## config.mk

```make
export PLATFORM = sky130hd
export DESIGN_NAME = program_loader
export DESIGN_NICKNAME = d
export VERILOG_FILES = /design/src/rtl/program_loader.sv
export SDC_FILE = /design/constraint.sdc
export NUM_CORES = 1
export LEC_CHECK = 0
export ABC_AREA = 1
export CORE_UTILIZATION = 46
export DETAILED_ROUTE_END_ITERATION = 12
export MAX_ROUTING_LAYER = met4
export PLACE_DENSITY = 0.76
export RECOVER_POWER = 50
export SYNTH_ARGS = -nofsm -noshare
export SYNTH_HDL_FRONTEND = slang
export SYNTH_SLANG_ARGS = --single-unit
```

## constraint.sdc

```tcl
create_clock -name clk -period 1.64 [get_ports clk]
set_input_delay 0.492 -clock clk [delete_from_list [all_inputs] [get_ports clk]]
set_output_delay 0.492 -clock clk [all_outputs]
set_load 0.05 [all_outputs]
```

## src/rtl/program_loader.sv

```systemverilog
`default_nettype none
// =============================================================================
// Module      : program_loader
// Description : Frame-driven IMEM loader: assembles LE words from a byte stream,
//               writes them sequentially and holds the CPU in reset until done.
//               Optional trailing checksum byte: PROG_LOADER_CHECKSUM_EN.
// Revision    : 1.0 - initial release
// =============================================================================
module program_loader #(
    parameter logic [31:0] BASE_ADDR = 32'h0000_0000,
    parameter int          MAX_WORDS = 1024,
    localparam int         CNT_W     = $clog2(MAX_WORDS + 1)
) (
    input  logic             clk,
    input  logic             reset,
    input  logic [7:0]       rx_data,
    input  logic             rx_valid,
    output logic             rx_ready,
    output logic             prog_load_en,
    output logic [31:0]      prog_addr,
    output logic [31:0]      prog_data,
    output logic             cpu_reset,
    output logic             load_done,
    output logic             load_error,
    output logic [CNT_W-1:0] words_loaded
);

    localparam logic [7:0]       c_sync_byte = 8'hA5;
    localparam logic [31:0]      c_max_words = 32'(MAX_WORDS);
    localparam logic [CNT_W-1:0] c_cnt_one   = CNT_W'(1);

    typedef enum logic [2:0] {
        ST_IDLE   = 3'd0,
        ST_LEN_LO = 3'd1,
        ST_LEN_HI = 3'd2,
        ST_DATA   = 3'd3,
`ifdef PROG_LOADER_CHECKSUM_EN
        ST_CHK    = 3'd4,
`endif
        ST_ERROR  = 3'd5
    } state_t;

    state_t           state_q, state_d;
    logic [15:0]      len_q, len_d;
    logic [1:0]       byte_idx_q, byte_idx_d;
    logic [23:0]      word_q, word_d;
    logic [CNT_W-1:0] words_loaded_q, words_loaded_d;
    logic             prog_load_en_q, prog_load_en_d;
    logic [31:0]      prog_addr_q, prog_addr_d;
    logic [31:0]      prog_data_q, prog_data_d;
    logic             cpu_reset_q, cpu_reset_d;
    logic             load_done_q, load_done_d;
    logic             load_error_q, load_error_d;
`ifdef PROG_LOADER_CHECKSUM_EN
    logic [7:0]       csum_q, csum_d;
`endif

    logic        w_accept;
    logic [15:0] w_len_full;
    logic        w_len_too_big;
    logic        w_last_word;
    logic [31:0] w_word_addr;

    assign rx_ready      = (state_q != ST_ERROR);
    assign w_accept      = rx_valid && rx_ready;
    assign w_len_full    = {rx_data, len_q[7:0]};
    assign w_len_too_big = ({16'd0, w_len_full} > c_max_words);
    assign w_last_word   = ((16'(words_loaded_q) + 16'd1) == len_q);
    assign w_word_addr   = BASE_ADDR + (32'(words_loaded_q) << 2);

    always_comb begin
        state_d        = state_q;
        len_d          = len_q;
        byte_idx_d     = byte_idx_q;
        word_d         = word_q;
        words_loaded_d = words_loaded_q;
        prog_load_en_d = 1'b0;
        prog_addr_d    = prog_addr_q;
        prog_data_d    = prog_data_q;
        cpu_reset_d    = cpu_reset_q;
        load_done_d    = load_done_q;
        load_error_d   = load_error_q;
`ifdef PROG_LOADER_CHECKSUM_EN
        csum_d         = csum_q;
`endif

        case (state_q)
            ST_IDLE: begin
                if (w_accept && (rx_data == c_sync_byte)) begin
                    cpu_reset_d    = 1'b1;
                    load_done_d    = 1'b0;
                    words_loaded_d = '0;
                    byte_idx_d     = 2'd0;
`ifdef PROG_LOADER_CHECKSUM_EN
                    csum_d         = 8'd0;
`endif
                    state_d        = ST_LEN_LO;
                end
            end

            ST_LEN_LO: begin
                if (w_accept) begin
                    len_d[7:0] = rx_data;
                    state_d    = ST_LEN_HI;
                end
            end

            ST_LEN_HI: begin
                if (w_accept) begin
                    len_d = w_len_full;
                    if (w_len_too_big) begin
                        load_error_d = 1'b1;
                        cpu_reset_d  = 1'b1;
                        state_d      = ST_ERROR;
                    end else if (w_len_full == 16'd0) begin
`ifdef PROG_LOADER_CHECKSUM_EN
                        state_d     = ST_CHK;
`else
                        load_done_d = 1'b1;
                        cpu_reset_d = 1'b0;
                        state_d     = ST_IDLE;
`endif
                    end else begin
                        state_d = ST_DATA;
                    end
                end
            end

            ST_DATA: begin
                if (w_accept) begin
`ifdef PROG_LOADER_CHECKSUM_EN
                    csum_d = csum_q + rx_data;
`endif
                    if (byte_idx_q == 2'd3) begin
                        // Strobe carries the pre-increment address; count bumps alongside it.
                        prog_load_en_d = 1'b1;
                        prog_addr_d    = w_word_addr;
                        prog_data_d    = {rx_data, word_q};
                        words_loaded_d = words_loaded_q + c_cnt_one;
                        byte_idx_d     = 2'd0;
                        if (w_last_word) begin
`ifdef PROG_LOADER_CHECKSUM_EN
                            state_d     = ST_CHK;
`else
                            load_done_d = 1'b1;
                            cpu_reset_d = 1'b0;
                            state_d     = ST_IDLE;
`endif
                        end
                    end else begin
                        case (byte_idx_q)
                            2'd0:    word_d[7:0]   = rx_data;
                            2'd1:    word_d[15:8]  = rx_data;
                            default: word_d[23:16] = rx_data;
                        endcase
                        byte_idx_d = byte_idx_q + 2'd1;
                    end
                end
            end

`ifdef PROG_LOADER_CHECKSUM_EN
            ST_CHK: begin
                if (w_accept) begin
                    if (rx_data == csum_q) begin
                        load_done_d = 1'b1;
                        cpu_reset_d = 1'b0;
                        state_d     = ST_IDLE;
                    end else begin
                        load_error_d = 1'b1;
                        cpu_reset_d  = 1'b1;
                        state_d      = ST_ERROR;
                    end
                end
            end
`endif

            ST_ERROR: begin
                cpu_reset_d  = 1'b1;
                load_error_d = 1'b1;
            end

            default: begin
                state_d = ST_IDLE;
            end
        endcase
    end

    always_ff @(posedge clk) begin
        if (reset) begin
            state_q        <= ST_IDLE;
            len_q          <= 16'd0;
            byte_idx_q     <= 2'd0;
            word_q         <= 24'd0;
            words_loaded_q <= '0;
            prog_load_en_q <= 1'b0;
            prog_addr_q    <= BASE_ADDR;
            prog_data_q    <= 32'd0;
            cpu_reset_q    <= 1'b1;
            load_done_q    <= 1'b0;
            load_error_q   <= 1'b0;
`ifdef PROG_LOADER_CHECKSUM_EN
            csum_q         <= 8'd0;
`endif
        end else begin
            state_q        <= state_d;
            len_q          <= len_d;
            byte_idx_q     <= byte_idx_d;
            word_q         <= word_d;
            words_loaded_q <= words_loaded_d;
            prog_load_en_q <= prog_load_en_d;
            prog_addr_q    <= prog_addr_d;
            prog_data_q    <= prog_data_d;
            cpu_reset_q    <= cpu_reset_d;
            load_done_q    <= load_done_d;
            load_error_q   <= load_error_d;
`ifdef PROG_LOADER_CHECKSUM_EN
            csum_q         <= csum_d;
`endif
        end
    end

    assign prog_load_en = prog_load_en_q;
    assign prog_addr    = prog_addr_q;
    assign prog_data    = prog_data_q;
    assign cpu_reset    = cpu_reset_q;
    assign load_done    = load_done_q;
    assign load_error   = load_error_q;
    assign words_loaded = words_loaded_q;

endmodule

`default_nettype wire

```

==> results.sh <==
export IMPL_synth_compound_area_share=0.198
export IMPL_cts_root_buf="clkbuf_8"
export IMPL_slowest_stage="dfxtp_1"
export IMPL_synth_simple_gate_area_frac=0.210
export IMPL_hold_path_class="flop to flop"
export IMPL_synth_area_leaders="dfxtp_1, o21ai_0, a21oi_1"
export IMPL_synthMuxAreaShare=0
export IMPL_instances_no_fill=880
export IMPL_synthArstFlopShare=0
export IMPL_clk_insertion_delay_late_ps=380
export IMPL_synth_top_area_frac=0.464
export IMPL_placed_cells=835
export IMPL_layout_setup_ws_ps=-225
export IMPL_clk_path_buf_depth=2
export IMPL_synth_seq_area_share=0.464
export IMPL_detail_route_antenna_nets=0
export IMPL_dp_hpwl_um=8040
export IMPL_synth_cell_types=26
export IMPL_slew_viol_final=0
export IMPL_port_buffers=69
export IMPL_wl_um=13000
export IMPL_diodes=0
export IMPL_p_sw_frac=0.355
export IMPL_setup_violations=59
export IMPL_reg2reg_from="state_q[2]$_SDFFE_PP0P_"
export IMPL_grt_pass1_vias=4262
export IMPL_worstPathMaxFanout=24
export IMPL_rsz0062_at_grt="true"
export IMPL_hold_depth=2
export IMPL_cts_tree="done"
export IMPL_p_clk_frac=0.273
export IMPL_crit_chain="inv_2 > nand3_4 > nor2_2 > inv_1 > nor2_1 > inv_2 > buf_12 > nor2_1 > nor2_1"
export IMPL_worstPathRequired_ps=1900
export IMPL_synth_edf_count=0
export IMPL_violations="negative setup slack"
export IMPL_initial_core_util=0.479
export IMPL_dieWidth_um=100
export IMPL_place_area_sq_um=6250
export IMPL_via_per_inst=5.26
export IMPL_cts_made_buffers=9
export IMPL_fin_area_sq_um=6140
export IMPL_route_detailed_drc=0
export IMPL_cts_hold_buf=0
export IMPL_routedWlPerCell_um=14.7
export IMPL_start_kind="flop"
export IMPL_grt_pass1_wl_um=20000
export IMPL_crit_start="state_q[2]$_SDFFE_PP0P_"
export IMPL_synth_most_common_cell="dfxtp_1"
export IMPL_finalHoldViolations=0
export IMPL_globalplace_congestion=0.991
export IMPL_pwr_share_comb=0.263
export IMPL_design_core_area_sq_um=9280
export IMPL_syn_avg_cell_area_sq_um=7.25
export IMPL_overflow=0
export IMPL_drive_gt1_frac=0.300
export IMPL_fin_crit_sh=1.14
export IMPL_antenna_found_initial=0
export IMPL_fill_cells=726
export IMPL_nNetsFinal=762
export IMPL_cts_clk_slew_worst_paths_ps=110
export IMPL_max_freq_ghz=0.536
export IMPL_ys_seq_elements=103
export IMPL_hold_start="load_error$_SDFFE_PP0P_"
export IMPL_synth_area_sq_um=4450
export IMPL_synthCells=613
export IMPL_fin_setup_tns_ps=-7400
export IMPL_dieArea_sq_um=10100
export IMPL_p_leak_nw=2.83
export IMPL_irDropWorstVdd_uv=556
export IMPL_die_h_um=100
export IMPL_crit_type="flop to flop"
export IMPL_critPathMaxStageDelay_ps=390
export IMPL_htreeDepth=3
export IMPL_p_sw_mw=2.10
export IMPL_endpoint_kind="flop"
export IMPL_yosys_area_share_adder=0.0141
export IMPL_drtPass1Iterations=5
export IMPL_synth_top_family_by_area="simple AND/OR/NAND/NOR gates"
export IMPL_fin_crit_ps=1870
export IMPL_r2r_cells=9
export IMPL_synthFlopType="dfxtp_1"
export IMPL_ios=91
export IMPL_gr_usage_all_layers=0.261
export IMPL_yosysWarnings=0
export IMPL_rows=35
export IMPL_fin_worst_skew_ps=12.1
export IMPL_synthTopCellsByCount="dfxtp_1, o21ai_0, nand2_1"
export IMPL_worstPathArrival_ps=2130
export IMPL_drtIter0Drc=309
export IMPL_grt_max_degree=68
export IMPL_intPower_mw=3.80
export IMPL_power_density_nw_per_um2=961
export IMPL_status="finished, violations left"
export IMPL_via_count=4630
export IMPL_syn2layout_area_growth_pct=38.0
export IMPL_power_frac_seq=0.464
export IMPL_synthXorXnorAreaFrac=0
export IMPL_clock_sinks=103
export IMPL_cap_violations=0
export IMPL_synth_top_area_cell="dfxtp_1"
export IMPL_crit_top_cell="nor2_1"
registers in the layout (all words and copies together) (netlist names):
signal and flops:
load_done 1, state_q 3, word_q 24, len_q 16
prog_load_en 1, words_loaded 11, prog_addr 11, prog_data 32
cpu_reset 1, load_error 1, byte_idx_q 2
worst paths after layout:
path / slack [ps] / endpoint
max reg2reg: -230 / prog_data[14]$_SDFFE_PP0P_
max: -230 / prog_data[14]$_SDFFE_PP0P_
min reg2reg: 470 / load_error$_SDFFE_PP0P_
min: 470 / load_error$_SDFFE_PP0P_
worst max-delay path, delay by kind of cell, from the launching register on:
| family | cells | cell delay [ps] |
|---|---|---|
| buffers and inverters | 4 | 530 |
| DFF | 1 | 390 |
| and+or+nand+nor | 5 | 810 |
cell usage in the layout, fill, tap and decap left out, drive strengths merged, types with 2 or more instances in the layout:
cell / synthesis / routed
clkdlybuf4s15: 0 / 2
inv: 63 / 66
nor3: 3 / 3
a21oi: 76 / 76
nand2: 90 / 90
clkbuf: 19 / 63
dfxtp: 103 / 103
dlygate4sd2: 0 / 4
o21ai: 92 / 92
conb: 1 / 21
nand4: 7 / 7
nor2: 83 / 83
buf: 28 / 89
a211oi: 3 / 3
clkinv: 0 / 2
nand3: 36 / 36
ha: 5 / 5
kinds of logic (layout without fill, tap and decap cells):
kind of cell / count (synthesis) / count (layout)
DFF: 103 / 103
and+or+nand+nor: 221 / 221
adders and majority gates: 5 / 5
AOI/OAI and AO/OA: 173 / 173
other: 1 / 21
buffers and inverters: 110 / 228
layout make-up:
type | instances | area (sq um) | area share
clock buffers | 10 | 138 | 0.0224
clock inverters | 6 | 58.8 | 0.00958
inverters | 63 | 236 | 0.0385
multi-input cells | 420 | 2150 | 0.350
flip-flops and latches | 103 | 2090 | 0.341
well taps | 129 | 161 | 0.0263
repair buffers | 149 | 1300 | 0.212
what timing repair did:
item / 4_1_cts / 5_1_grt
resized for setup: 34 / 43
buffers inserted: 21 / 5
gates cloned: 1 / 2
setup endpoints to repair: 48 / 86
endpoints found under the hold margin: 0 / 0
pin swaps: 19 / 8
per-stage QoR:
stage / setup slack, ps / hold slack, ps / utilization / total power [mW]
4_1_cts: -126 / 502 / 0.718 / 5.82
3_3_place_gp: -488 / 462 / 0.673 / 4.01
3_5_place_dp: -600 / 464 / 0.673 / 4.05
6_report: -225 / 469 / 0.661 / 5.90
2_1_floorplan: -88.0 / 450 / - / 3.68
5_1_grt: -384 / 489 / 0.661 / 6.15
routing by layer:
layer | up-vias | routed length [um] | GRT usage
met5 | - | 0 | -
met4 | 0 | 256 | 0.0803
met3 | 26 | 824 | 0.0481
met2 | 222 | 6460 | 0.444
met1 | 2148 | 5420 | 0.312
li1 | 2234 | - | -
power groups by stage:
| stage | clock (mW) | combinational, mW | sequential (mW) |
|---|---|---|---|
| final | 1.61 | 1.55 | 2.74 |
| after global routing | 1.73 | 1.67 | 2.75 |
| after CTS | 1.63 | 1.46 | 2.73 |
| after detailed placement | 0 | 1.27 | 2.78 |
| after global placement | 0 | 1.24 | 2.78 |
| after floorplan | 0 | 0.848 | 2.83 |
Power figures use the tool's default switching activity.
